$ cat src/rtl/uart_rx_os_if.sv
// Parallel result bundle of the oversampling UART receiver.
// The receiver drives it through master; the consumer reads it through slave.
interface uart_rx_os_if #(
  parameter int DBIT = 8
);
  logic [DBIT-1:0] dout;
  logic            rx_done_tick;
  logic            frame_err;
  logic            parity_err;

  modport master (
    output dout,
    output rx_done_tick,
    output frame_err,
    output parity_err
  );

  modport slave (
    input dout,
    input rx_done_tick,
    input frame_err,
    input parity_err
  );
endinterface

$ cat src/rtl/uart_rx_os.sv
// Oversampling UART receiver, 16 sample ticks per bit, LSB first.
// Optional parity bit; results and status held until the next frame.
module uart_rx_os #(
  parameter int DBIT       = 8,
  parameter int SB_TICK    = 16,
  parameter int PARITY_EN  = 0,
  parameter int PARITY_ODD = 0
) (
  input  logic         clk,
  input  logic         rst,
  input  logic         rx,
  input  logic         s_tick,
  uart_rx_os_if.master bus
);
  localparam int SMAX = (SB_TICK > 16) ? SB_TICK : 16;
  localparam int SW   = $clog2(SMAX);
  localparam int NW   = $clog2(DBIT);

  localparam logic [SW-1:0] S_MID  = SW'(7);
  localparam logic [SW-1:0] S_END  = SW'(15);
  localparam logic [SW-1:0] S_STOP = SW'(SB_TICK - 1);
  localparam logic [NW-1:0] N_LAST = NW'(DBIT - 1);
  localparam logic          P_EN   = (PARITY_EN != 0);
  localparam logic          P_ODD  = (PARITY_ODD != 0);

  typedef enum logic [2:0] {
    IDLE,
    START,
    DATA,
    PARITY,
    STOP
  } state_t;

  state_t          state;
  logic [SW-1:0]   s;
  logic [NW-1:0]   n;
  logic [DBIT-1:0] b;
  logic            pbit;
  logic [1:0]      sync;
  logic            rx_s;

  assign rx_s = sync[1];

  always_ff @(posedge clk) begin
    if (!rst) begin
      state            <= IDLE;
      s                <= '0;
      n                <= '0;
      b                <= '0;
      pbit             <= 1'b0;
      sync             <= 2'b11;
      bus.dout         <= '0;
      bus.rx_done_tick <= 1'b0;
      bus.frame_err    <= 1'b0;
      bus.parity_err   <= 1'b0;
    end else begin
      sync             <= {sync[0], rx};
      bus.rx_done_tick <= 1'b0;
      unique case (state)
        // edge detect runs every clk; a coincident tick is not counted
        IDLE: begin
          if (!rx_s) begin
            state <= START;
            s     <= '0;
          end
        end
        START: begin
          if (s_tick) begin
            if (s == S_MID) begin
              if (!rx_s) begin
                state <= DATA;
                s     <= '0;
                n     <= '0;
              end else begin
                state <= IDLE;
              end
            end else begin
              s <= s + 1'b1;
            end
          end
        end
        DATA: begin
          if (s_tick) begin
            if (s == S_END) begin
              b <= {rx_s, b[DBIT-1:1]};
              s <= '0;
              if (n == N_LAST)
                state <= P_EN ? PARITY : STOP;
              else
                n <= n + 1'b1;
            end else begin
              s <= s + 1'b1;
            end
          end
        end
        PARITY: begin
          if (s_tick) begin
            if (s == S_END) begin
              pbit  <= rx_s;
              s     <= '0;
              state <= STOP;
            end else begin
              s <= s + 1'b1;
            end
          end
        end
        STOP: begin
          if (s_tick) begin
            if (s == S_STOP) begin
              state            <= IDLE;
              bus.dout         <= b;
              bus.frame_err    <= ~rx_s;
              bus.parity_err   <= P_EN & (^b ^ pbit ^ P_ODD);
              bus.rx_done_tick <= 1'b1;
            end else begin
              s <= s + 1'b1;
            end
          end
        end
        default: state <= IDLE;
      endcase
    end
  end
endmodule

$ cat src/flat_wrapper.sv
// flat-port wrapper written by rule: the top's interface ports become plain ports
module uart_rx_os_flat 
#(
  parameter int DBIT       = 8,
  parameter int SB_TICK    = 16,
  parameter int PARITY_EN  = 0,
  parameter int PARITY_ODD = 0
)
  (clk, rst, rx, s_tick, bus_dout, bus_rx_done_tick, bus_frame_err, bus_parity_err);
  uart_rx_os_if #(.DBIT(DBIT)) bus_i ();
  input  logic clk;
  input  logic rst;
  input  logic rx;
  input  logic s_tick;
  output wire logic [$bits(bus_i.dout)-1:0] bus_dout;
  output wire logic [$bits(bus_i.rx_done_tick)-1:0] bus_rx_done_tick;
  output wire logic [$bits(bus_i.frame_err)-1:0] bus_frame_err;
  output wire logic [$bits(bus_i.parity_err)-1:0] bus_parity_err;
  assign bus_dout = bus_i.dout;
  assign bus_rx_done_tick = bus_i.rx_done_tick;
  assign bus_frame_err = bus_i.frame_err;
  assign bus_parity_err = bus_i.parity_err;
  uart_rx_os #(.DBIT(DBIT), .SB_TICK(SB_TICK), .PARITY_EN(PARITY_EN), .PARITY_ODD(PARITY_ODD)) u_core (.clk(clk), .rst(rst), .rx(rx), .s_tick(s_tick), .bus(bus_i));
endmodule
$ cat config.mk
export PLATFORM = sky130hd
export DESIGN_NAME = uart_rx_os_flat
export DESIGN_NICKNAME = d
export VERILOG_FILES = /design/src/rtl/uart_rx_os_if.sv /design/src/rtl/uart_rx_os.sv /design/src/flat_wrapper.sv
export SDC_FILE = /design/constraint.sdc
export NUM_CORES = 1
export LEC_CHECK = 0
export CORE_ASPECT_RATIO = 0.8
export CORE_UTILIZATION = 55
export CTS_BUF_LIST = sky130_fd_sc_hd__clkbuf_2 sky130_fd_sc_hd__clkbuf_4 sky130_fd_sc_hd__clkbuf_8
export DETAILED_ROUTE_END_ITERATION = 8
export GPL_TIMING_DRIVEN = 0
export PLACE_DENSITY_LB_ADDON = 0.1
export SYNTH_ARGS = -nofsm -noshare
export SYNTH_HDL_FRONTEND = slang
export SYNTH_SLANG_ARGS = --single-unit
$ cat constraint.sdc
create_clock -name clk -period 3.2 [get_ports clk]
set_input_delay 0.64 -clock clk [delete_from_list [all_inputs] [get_ports clk]]
set_output_delay 0.64 -clock clk [all_outputs]
set_load 0.03 [all_outputs]
**Word level (Yosys, flattened, before mapping)**

Cells that the tools add are included.

- Register bits: 30
- Latch bits: 0
- Bits in writable memories: 0
- Memory bits (read-only): 0
- Bits of input ports: 4
- Output and inout port bits: 11
- Logic and storage cells: 70
- Memories kept: 0

- Add/subtract/negate cells: 2
- Multiply operators: 0
- Divide/modulo/power cells: 0
- Magnitude comparators: 0
- Eq/ne operators: 21
- Shift operators: 0
- Mux-type cells: 28
- Bitwise logic cells: 1
- Reduce and logical (&&, ||, !) cells: 10

Operators by type and width:

| kind | count |
|---|---|
| 2-to-1 mux 3 bit | 16 |
| 2-to-1 mux 4 bit | 7 |
| inequality test 2 bit (second input constant) | 8 |
| case mux 4 bit (4 select lines) | 1 |
| case mux 3 bit (5 select lines) | 1 |
| inequality test 2 x 1 -> 1 bit (second input constant) | 6 |
| AND reduction 10 bit | 1 |
| AND reduction 3 bit | 3 |
| AND reduction 7 bit | 1 |
| == test 3 x 2 -> 1 bit (second input constant) | 2 |
| == test 3 bit (second input constant) | 2 |
| case mux 3 bit (2 select lines) | 1 |
| AND reduction 5 bit | 1 |
| adder 4 x 1 -> 4 bit (second input constant) | 1 |
| == test 4 x 3 -> 1 bit (second input constant) | 1 |
| == test 4 bit (second input constant) | 1 |
| nonzero test 4 bit | 1 |
| adder 3 x 1 -> 3 bit (second input constant) | 1 |
| == test 3 x 1 -> 1 bit (second input constant) | 1 |
| logical NOT 3 bit | 1 |
| 2-to-1 mux 2 bit | 1 |
| nonzero test 2 bit | 1 |
| OR reduction 2 bit | 1 |
| 2-to-1 mux 1 bit | 1 |
| inverter 1 bit | 1 |

**Depth between registers and ports, before layout**

Gate-level depths: netlist of the first run.

- Word-level depth: 5
- Mapped depth: 6
- Depth with buffers taken out: 6

**Worst setup path after synthesis of the first run**

Ideal clock, no wire load.

- Kind: in2reg
- Start: input s_tick
- End: register u_core.n[0]
- Arrival: 1739 ps
- Slack: 1390 ps
- Cell stages on the path: 5
- Buffers on the path: 1
- Cell sequence: clkbuf_1 nor2b_1 o21ai_1 or4b_1 a21oi_1

- Longest elaborated chain between the ends: 2
- Elaborated cells on any way between the ends: 3
- Those cells by class: 2 x eq/ne; 1 x reduce/logical

RTL lines:

| item | RTL line | text |
|---|---|---|
| from (decl) | flat_wrapper.sv:14 | `input logic s_tick;` |
| inequality test 2 bit (no line) | -- |  |
| AND reduction 7 bit (no line) (*) | -- |  |
| to (signal assigned) | uart_rx_os.sv:90 | `n <= n + 1'b1;` |
| to (decl) | uart_rx_os.sv:36 | `logic [NW-1:0] n;` |

Mark *: on every way between the ends. The rest lies on a longest branch, timed or not.
A chain may end at the register's enable or synchronous reset.

**Worst setup path in the final report of the first run**

- Start: register u_core.bus.dout[3]
- End: output bus_dout[3]

RTL lines:

| item | RTL line | text |
|---|---|---|
| from (decl) | uart_rx_os_if.sv:12 | `output dout,` |
| from (signal assigned) | uart_rx_os.sv:52 | `bus.dout <= '0;` |
| from (signal assigned) | uart_rx_os.sv:111 | `bus.dout <= b;` |
| to (decl) | flat_wrapper.sv:15 | `output wire logic [$bits(bus_i.dout)-1:0] bus_dout;` |

No word-level cell between the ends.

==> impl_metrics.prom, run 1 <==
# TYPE chip_impl_metric gauge
chip_impl_metric{name="setup_violations",unit=""} 0
chip_impl_metric{name="vias_in_the_first_global_route",unit=""} 1032
chip_impl_metric{name="edff_count_synth",unit=""} 0
chip_impl_metric{name="final_estimated_routing_congestion_in_global_placement",unit=""} 0.906
chip_impl_metric{name="via_to_cell_ratio",unit=""} 5.69
chip_impl_metric{name="ios",unit=""} 15
chip_impl_metric{name="critical_path_required",unit="ps"} 2560
chip_impl_metric{name="r2r_cells",unit=""} 5
chip_impl_metric{name="antenna_violating_nets_post_route",unit=""} 0
chip_impl_metric{name="fp-row-count",unit=""} 16
chip_impl_metric{name="final_cell_area",unit="sq um"} 1680
chip_impl_metric{name="cts_hold_buf",unit=""} 0
chip_impl_metric{name="tritoncts_num_sinks",unit=""} 30
chip_impl_metric{name="post-dp-hpwl",unit="um"} 2120
chip_impl_metric{name="portBuffers",unit=""} 12
chip_impl_info{name="critPathCapture",value="bus_dout[3]"} 1
chip_impl_metric{name="final.setup_skew",unit="ps"} 7.56
chip_impl_metric{name="hold_ws",unit="ps"} 416
chip_impl_metric{name="maxSlewHeadroom",unit="%"} 63.2
chip_impl_metric{name="die-area",unit="sq um"} 2850
chip_impl_metric{name="critical-path-max-stage-delay",unit="ps"} 690
chip_impl_metric{name="dieHeight",unit="um"} 47.9
chip_impl_metric{name="post_synth.cell_area_avg",unit="sq um"} 9.07
chip_impl_metric{name="wirelength",unit="um"} 2910
chip_impl_metric{name="nNetsFinal",unit=""} 186
chip_impl_metric{name="clock_insertion_delay_worst_skew",unit="ps"} 340
chip_impl_metric{name="layout-drive-gt1-share",unit="%"} 12.8
chip_impl_info{name="hold_path_class",value="flop to flop"} 1
chip_impl_info{name="regToRegStartpoint",value="u_core.s[0]"} 1
chip_impl_metric{name="chipWidth",unit="um"} 59.4
chip_impl_metric{name="multi_input_area",unit="sq um"} 783
chip_impl_metric{name="ctsHtreeMaxLevel",unit=""} 2
chip_impl_info{name="endpoint_kind",value="primary output"} 1
chip_impl_metric{name="ys_types",unit=""} 46
chip_impl_metric{name="critical_path_cell_count",unit=""} 1
chip_impl_metric{name="synth-async-reset-ratio",unit="%"} 0
chip_impl_metric{name="final_min_period_over_clock_period",unit="%"} 62.8
chip_impl_metric{name="max_clock_freq",unit="GHz"} 0.498
chip_impl_metric{name="grt.overflow.total",unit=""} 0
chip_impl_metric{name="setup_tns",unit="ps"} 0
chip_impl_metric{name="cts.repair_timing.setup_buffer_count",unit=""} 0
chip_impl_info{name="run_status",value="complete, no violations"} 1
chip_impl_metric{name="p_leak",unit="nW"} 0.617
chip_impl_metric{name="route.vias.total",unit=""} 1230
chip_impl_metric{name="layout-area-overhead-vs-synth",unit="%"} 15.8
chip_impl_info{name="worstPathCellList",value="clkdlybuf4s50_1"} 1
chip_impl_metric{name="synth_top_area_share",unit="%"} 41.4
chip_impl_metric{name="worstMarginPinSlew",unit="ps"} 539
chip_impl_metric{name="r2r_slack",unit="ps"} 1390
chip_impl_metric{name="core_box_area",unit="sq um"} 2480
chip_impl_metric{name="max_cap_viol_count",unit=""} 0
chip_impl_metric{name="number_of_instances_resized_during_post_cts_repair",unit=""} 0
chip_impl_metric{name="finalMaxSlewViolations",unit=""} 0
chip_impl_metric{name="mappedNetlistArea",unit="sq um"} 1450
chip_impl_info{name="critical_path.startpoint",value="u_core.bus.dout[3]"} 1
chip_impl_info{name="grt_setup_unrepaired",value="false"} 1
chip_impl_metric{name="timing.critical_path.arrival",unit="ps"} 1370
chip_impl_metric{name="antenna_found_initial",unit=""} 0
chip_impl_metric{name="gr-usage-all-layers",unit="%"} 22.8
chip_impl_metric{name="detailed_place.area",unit="sq um"} 1620
chip_impl_metric{name="ff_latch_area",unit="sq um"} 601
chip_impl_metric{name="ir_drop",unit="V"} 0.000338
chip_impl_metric{name="fillers",unit=""} 224
chip_impl_info{name="synth_top_cells_by_area",value="sky130_fd_sc_hd__dfxtp_1 (41%), sky130_fd_sc_hd__mux2i_1 (7.6%), sky130_fd_sc_hd__nand2_1 (5.7%)"} 1
chip_impl_metric{name="fin_crit",unit="ps"} 2010
chip_impl_info{name="worstSetupStartpointType",value="flop"} 1
chip_impl_metric{name="drt-initial-drc-count",unit=""} 33
chip_impl_metric{name="cts-buffers-inserted",unit=""} 5
chip_impl_info{name="ys.flop_type",value="sky130_fd_sc_hd__dfxtp_1"} 1
chip_impl_metric{name="clk_pin_slew",unit="ps"} 90
chip_impl_metric{name="fraction_of_the_yosys_area_taken_by_sequential_cells",unit="%"} 41.4
chip_impl_metric{name="final_hold_viol_count",unit=""} 0
chip_impl_metric{name="grt_start_max_net_pins",unit=""} 11
chip_impl_info{name="cts_tree",value="done"} 1
chip_impl_metric{name="firstDrtPassIters",unit=""} 4
chip_impl_metric{name="power_density",unit="nW/um^2"} 416
chip_impl_info{name="rr_endpoint",value="u_core.s[0]"} 1
chip_impl_metric{name="wire_per_inst",unit="um"} 13.5
chip_impl_metric{name="synth_cells",unit=""} 160
chip_impl_info{name="cts_root_buffer",value="sky130_fd_sc_hd__clkbuf_4"} 1
chip_impl_metric{name="synthesis_warning_total",unit=""} 0
chip_impl_info{name="cp_slowest_cell",value="sky130_fd_sc_hd__clkdlybuf4s50_1"} 1
chip_impl_metric{name="first_pass_grt_wire_length",unit="um"} 4510
chip_impl_metric{name="crit_fanout",unit=""} 2
chip_impl_metric{name="synth.net_count",unit=""} 167
chip_impl_metric{name="effective_utilization_at_floorplan",unit="%"} 58.5
chip_impl_info{name="path_class",value="flop to primary output"} 1
chip_impl_metric{name="synth_seq_cells",unit=""} 30
chip_impl_metric{name="antenna_cells_inserted",unit=""} 0
chip_impl_metric{name="cts-root-to-sink-buffers",unit=""} 2
chip_impl_info{name="path_delay_family",value="buffers and inverters"} 1
chip_impl_metric{name="drc",unit=""} 0
chip_impl_metric{name="cp_num_buf_inv",unit=""} 1
chip_impl_metric{name="whs_path_depth",unit=""} 1
chip_impl_info{name="netlist.top_cell.by_area",value="sky130_fd_sc_hd__dfxtp_1"} 1
==> synth_stat cells, types with 2 or more instances <==
cell	instances
sky130_fd_sc_hd__a211oi_1	2
sky130_fd_sc_hd__a21oi_1	14
sky130_fd_sc_hd__a221oi_1	2
sky130_fd_sc_hd__and3_1	3
sky130_fd_sc_hd__buf_2	3
sky130_fd_sc_hd__buf_4	2
sky130_fd_sc_hd__clkbuf_1	4
sky130_fd_sc_hd__dfxtp_1	30
sky130_fd_sc_hd__ha_1	3
sky130_fd_sc_hd__inv_1	3
sky130_fd_sc_hd__mux2i_1	11
sky130_fd_sc_hd__nand2_1	22
sky130_fd_sc_hd__nand2b_1	3
sky130_fd_sc_hd__nand3_1	2
sky130_fd_sc_hd__nand3b_1	4
sky130_fd_sc_hd__nor2_1	14
sky130_fd_sc_hd__nor2b_1	3
sky130_fd_sc_hd__nor3b_1	3
sky130_fd_sc_hd__o21ai_0	4
sky130_fd_sc_hd__or3_1	2
==> logic make-up after synthesis <==
logic type,count (synthesis),synth area share [%]
simple gates,68,27.2
buf+inv,13,4.65
compound gates,32,14.9
flops,30,41.4
xor+xnor,1,0.604
fa+ha+maj,3,2.59
mux,12,8.36
other cells,1,0.258
==> state kept, by name (all words and copies together), names as in the netlist <==
name                     cells
u_core.b                     8
u_core.bus.dout              8
u_core.bus.frame_err         1
u_core.bus.rx_done_tick      1
u_core.n                     3
u_core.s                     4
u_core.state                 3
u_core.sync                  2
==> report_power, final <==
part           internal, mW  switching (mW)
clock                 0.115           0.132
combinational        0.0313          0.0376
sequential            0.378         0.00609
==> layout make-up <==
class                           count  share of cell area, %
Multi-Input combinational cell    117                   46.6
Sequential cell                    30                   35.7
Timing Repair Buffer               12                   7.15
Clock buffer                        7                   3.50
Buffer                             10                   3.35
Tap cell                           36                   2.68
Inverter                            3                  0.670
Clock inverter                      1                  0.298
==> per-stage QoR <==
step | utilization [%] | cells | total power [mW] | worst slack, ps
6_report | 67.7 | 216 | 0.700 | 1190
5_1_grt | 67.7 | 216 | 0.731 | 1150
4_1_cts | 67.7 | 216 | 0.707 | 1170
3_5_place_dp | 65.1 | 208 | 0.460 | 1090
3_3_place_gp | 65.1 | 208 | 0.459 | 1180
2_1_floorplan | - | 160 | 0.446 | 1390
==> worst min-delay path by stage <==
| stage | slack [ps] | to | from |
|---|---|---|---|
| 2_1_floorplan | 390 | u_core.sync[1] | u_core.sync[0] |
| 3_3_place_gp | 390 | u_core.sync[1] | u_core.sync[0] |
| 3_5_place_dp | 400 | u_core.sync[1] | u_core.sync[0] |
| 4_1_cts | 420 | u_core.sync[1] | u_core.sync[0] |
| 5_1_grt | 460 | u_core.sync[1] | u_core.sync[0] |
| 6_report | 420 | u_core.sync[1] | u_core.sync[0] |
==> per-layer routing <==
metal / share of wire [%] / routed length (um) / vias to the layer above / global-route usage [%]
li1: - / - / 600 / -
met1: 46 / 1350 / 586 / 27.9
met2: 45 / 1320 / 34 / 34.8
met3: 5.7 / 166 / 10 / 7.03
met4: 2.7 / 80 / 0 / 16.2
met5: 0 / 0 / - / 0
==> layout by cell type, fill, tap and decap left out, types with 4 or more instances in the layout <==
cell,netlist,final
sky130_fd_sc_hd__clkbuf_4,0,6
sky130_fd_sc_hd__o21ai_0,4,4
sky130_fd_sc_hd__nand2_1,22,22
sky130_fd_sc_hd__dfxtp_1,30,30
sky130_fd_sc_hd__clkbuf_1,4,4
sky130_fd_sc_hd__nand3b_1,4,4
sky130_fd_sc_hd__clkdlybuf4s50_1,0,12
sky130_fd_sc_hd__mux2i_1,11,11
sky130_fd_sc_hd__a21oi_1,14,14
sky130_fd_sc_hd__nor2_1,14,14
No activity file was read; power rests on OpenSTA's default activity.
==> run 2: changes to the inputs <==
- CORE_UTILIZATION: 55 -> 52
- clock period: 3.2 -> 1.7 ns (I/O delays scaled with it)
==> impl_metrics.prom, run 2 (synthesized netlist as in run 1, its figures left out) <==
# TYPE chip_impl_metric gauge
chip_impl_metric{name="grt.overflow.total",unit=""} 0
chip_impl_metric{name="effective_utilization_at_floorplan",unit="%"} 57.1
chip_impl_metric{name="fin_crit",unit="ps"} 1690
chip_impl_metric{name="post-place-cells",unit=""} 208
chip_impl_metric{name="r2r_slack",unit="ps"} 6
chip_impl_metric{name="ctsHtreeMaxLevel",unit=""} 2
chip_impl_metric{name="cts-buffers-inserted",unit=""} 5
chip_impl_info{name="regToRegStartpoint",value="u_core.s[0]"} 1
chip_impl_metric{name="final.setup_skew",unit="ps"} 5.93
chip_impl_metric{name="layout-drive-gt1-share",unit="%"} 24.3
chip_impl_metric{name="nNetsFinal",unit=""} 191
chip_impl_metric{name="finalMaxSlewViolations",unit=""} 0
chip_impl_metric{name="r2r_cells",unit=""} 5
chip_impl_metric{name="route.vias.total",unit=""} 1239
chip_impl_metric{name="dp_worst_setup_slack",unit="ps"} -91.6
chip_impl_metric{name="timing.critical_path.arrival",unit="ps"} 1950
chip_impl_metric{name="max_clock_freq",unit="GHz"} 0.590
chip_impl_info{name="critPathCapture",value="u_core.n[0]"} 1
chip_impl_info{name="critical_path.startpoint",value="u_core.s[0]"} 1
chip_impl_metric{name="cts-root-to-sink-buffers",unit=""} 2
chip_impl_info{name="path_class",value="flop to flop"} 1
chip_impl_metric{name="gr-usage-all-layers",unit="%"} 21.8
chip_impl_metric{name="vias_in_the_first_global_route",unit=""} 1134
chip_impl_info{name="rr_endpoint",value="u_core.n[0]"} 1
chip_impl_metric{name="final_min_period_over_clock_period",unit="%"} 99.6
chip_impl_metric{name="critical-path-max-stage-delay",unit="ps"} 520
chip_impl_info{name="worstSetupStartpointType",value="flop"} 1
chip_impl_metric{name="post-dp-hpwl",unit="um"} 2130
chip_impl_metric{name="clock_insertion_delay_worst_skew",unit="ps"} 320
chip_impl_metric{name="p_leak",unit="nW"} 0.819
chip_impl_metric{name="drt-initial-drc-count",unit=""} 84
chip_impl_metric{name="layout-area-overhead-vs-synth",unit="%"} 27.0
chip_impl_info{name="top_regs",value="u_core.b (8), u_core.bus.dout (8), u_core.s (4)"} 1
chip_impl_metric{name="antenna_violating_nets_post_route",unit=""} 0
chip_impl_metric{name="via_to_cell_ratio",unit=""} 5.61
chip_impl_info{name="cts_tree",value="done"} 1
chip_impl_metric{name="fp-row-count",unit=""} 16
chip_impl_metric{name="setup_violations",unit=""} 0
chip_impl_info{name="grt_setup_unrepaired",value="true"} 1
chip_impl_info{name="layout.cells.most_common",value="sky130_fd_sc_hd__dfxtp_1"} 1
chip_impl_metric{name="ff_latch_area",unit="sq um"} 613
chip_impl_metric{name="critical_path_required",unit="ps"} 1950
chip_impl_metric{name="first_pass_grt_wire_length",unit="um"} 4960
chip_impl_metric{name="worstMarginPinSlew",unit="ps"} 501
chip_impl_info{name="endpoint_kind",value="flop"} 1
chip_impl_metric{name="cp_num_buf_inv",unit=""} 0
chip_impl_info{name="layout.cells.most_common_list",value="sky130_fd_sc_hd__dfxtp_1 (24), sky130_fd_sc_hd__nand2_1 (22), sky130_fd_sc_hd__nor2_1 (14)"} 1
chip_impl_info{name="path_delay_family",value="simple AND/OR/NAND/NOR gates"} 1
chip_impl_metric{name="setup_tns",unit="ps"} 0
chip_impl_info{name="cp_slowest_cell",value="sky130_fd_sc_hd__or4b_4"} 1
chip_impl_metric{name="ios",unit=""} 15
chip_impl_metric{name="grt_start_max_net_pins",unit=""} 11
chip_impl_metric{name="crit_fanout",unit=""} 7
chip_impl_metric{name="die-area",unit="sq um"} 3010
chip_impl_metric{name="chipWidth",unit="um"} 61.1
chip_impl_metric{name="clk_pin_slew",unit="ps"} 90
chip_impl_metric{name="max_cap_viol_count",unit=""} 0
chip_impl_metric{name="core_box_area",unit="sq um"} 2540
chip_impl_metric{name="ir_drop",unit="V"} 0.000538
chip_impl_metric{name="wirelength",unit="um"} 3100
chip_impl_metric{name="fillers",unit=""} 206
chip_impl_info{name="worst_hold_startpoint",value="u_core.sync[0]"} 1
chip_impl_metric{name="final_estimated_routing_congestion_in_global_placement",unit=""} 0.875
chip_impl_metric{name="hold_ws",unit="ps"} 416
chip_impl_metric{name="antenna_cells_inserted",unit=""} 0
chip_impl_metric{name="portBuffers",unit=""} 12
chip_impl_info{name="run_status",value="complete, no violations"} 1
chip_impl_metric{name="final_hold_viol_count",unit=""} 0
chip_impl_metric{name="tritoncts_num_sinks",unit=""} 30
chip_impl_metric{name="dieHeight",unit="um"} 49.3
chip_impl_metric{name="post_layout_nonfiller_instances",unit=""} 221
chip_impl_metric{name="firstDrtPassIters",unit=""} 4
chip_impl_metric{name="antenna_found_initial",unit=""} 0
chip_impl_metric{name="wire_per_inst",unit="um"} 14.0
chip_impl_metric{name="power_density",unit="nW/um^2"} 721
chip_impl_info{name="worstPathCellList",value="ha_4 > nand3b_1 > a22o_4 > or4b_4 > a21oi_2"} 1
chip_impl_info{name="cts_root_buffer",value="sky130_fd_sc_hd__clkbuf_4"} 1
chip_impl_metric{name="final_critical_path_setup_slack",unit="ps"} 6.39
chip_impl_metric{name="maxSlewHeadroom",unit="%"} 66.6
chip_impl_metric{name="critical_path_cell_count",unit=""} 5
chip_impl_info{name="hold_path_class",value="flop to flop"} 1
chip_impl_metric{name="multi_input_area",unit="sq um"} 870
chip_impl_metric{name="drc",unit=""} 0
-- run 2: cell types whose count changed in the layout (fill, tap and decap cells not counted), sizes merged --
cell | before | now
buf | 6 | 11
clkdlybuf4s50 | 12 | 3
dlymetal6s2s | 0 | 9
-- run 2: where the power goes --
group	switching (mW)	internal, mW	total, mW
Clock	0.233	0.216	0.449
Sequential	0.0129	0.711	0.724
Combinational	0.0807	0.0740	0.155
Total	0.327	1.00	1.33
-- run 2: final cells by class --
cell class,count,share of cell area (%)
inverters,3,0.611
multi-input cells,117,47.2
well taps,36,2.44
plain buffers,10,3.05
clock buffers,7,3.19
repair buffers,17,9.98
clock inverters,1,0.272
flip-flops and latches,30,33.3
-- run 2: per-layer routing --
metal / global-route usage (%) / share of wire, % / vias to the layer above
li1: - / - / 614
met4: 6.06 / 1.1 / 0
met2: 33.9 / 47 / 36
met3: 6.37 / 5.3 / 7
met1: 29.1 / 46 / 582
met5: 0 / 0 / -
-- run 2: worst min path at each step --
| stage | end | slack, ps | depth (start not counted) |
|---|---|---|---|
| finish | u_core.sync[1] | 420 | 1 |
| global route | u_core.sync[1] | 440 | 1 |
| CTS | u_core.sync[1] | 420 | 1 |
| detailed placement | u_core.sync[1] | 400 | 1 |
| global placement | u_core.sync[1] | 400 | 1 |
| floorplan | u_core.sync[1] | 390 | 1 |
-- run 2: through the flow --
stage          utilization (%)  area (sq um)  power [mW]
3_5_place_dp              63.6          1620       0.868
2_1_floorplan                -          1450       0.840
4_1_cts                   68.7          1750        1.32
5_1_grt                   72.5          1840        1.39
3_3_place_gp              63.6          1620       0.864
6_report                  72.5          1840        1.33
-- run 2: repair_timing --
item | in CTS | in global routing
resized for setup | 12 | 23
gates cloned | 0 | 0
buffers inserted | 2 | 3
hold buffers | 0 | 0
setup endpoints to repair | 7 | 21
pin swaps | 6 | 7
-- run 2: worst register-to-register path, cell delays in order, from the launching register on --
cell and delay, ps:
sky130_fd_sc_hd__dfxtp_4 370, sky130_fd_sc_hd__ha_4 150, sky130_fd_sc_hd__nand3b_1 150, sky130_fd_sc_hd__a22o_4 300
sky130_fd_sc_hd__or4b_4 520, sky130_fd_sc_hd__a21oi_2 140
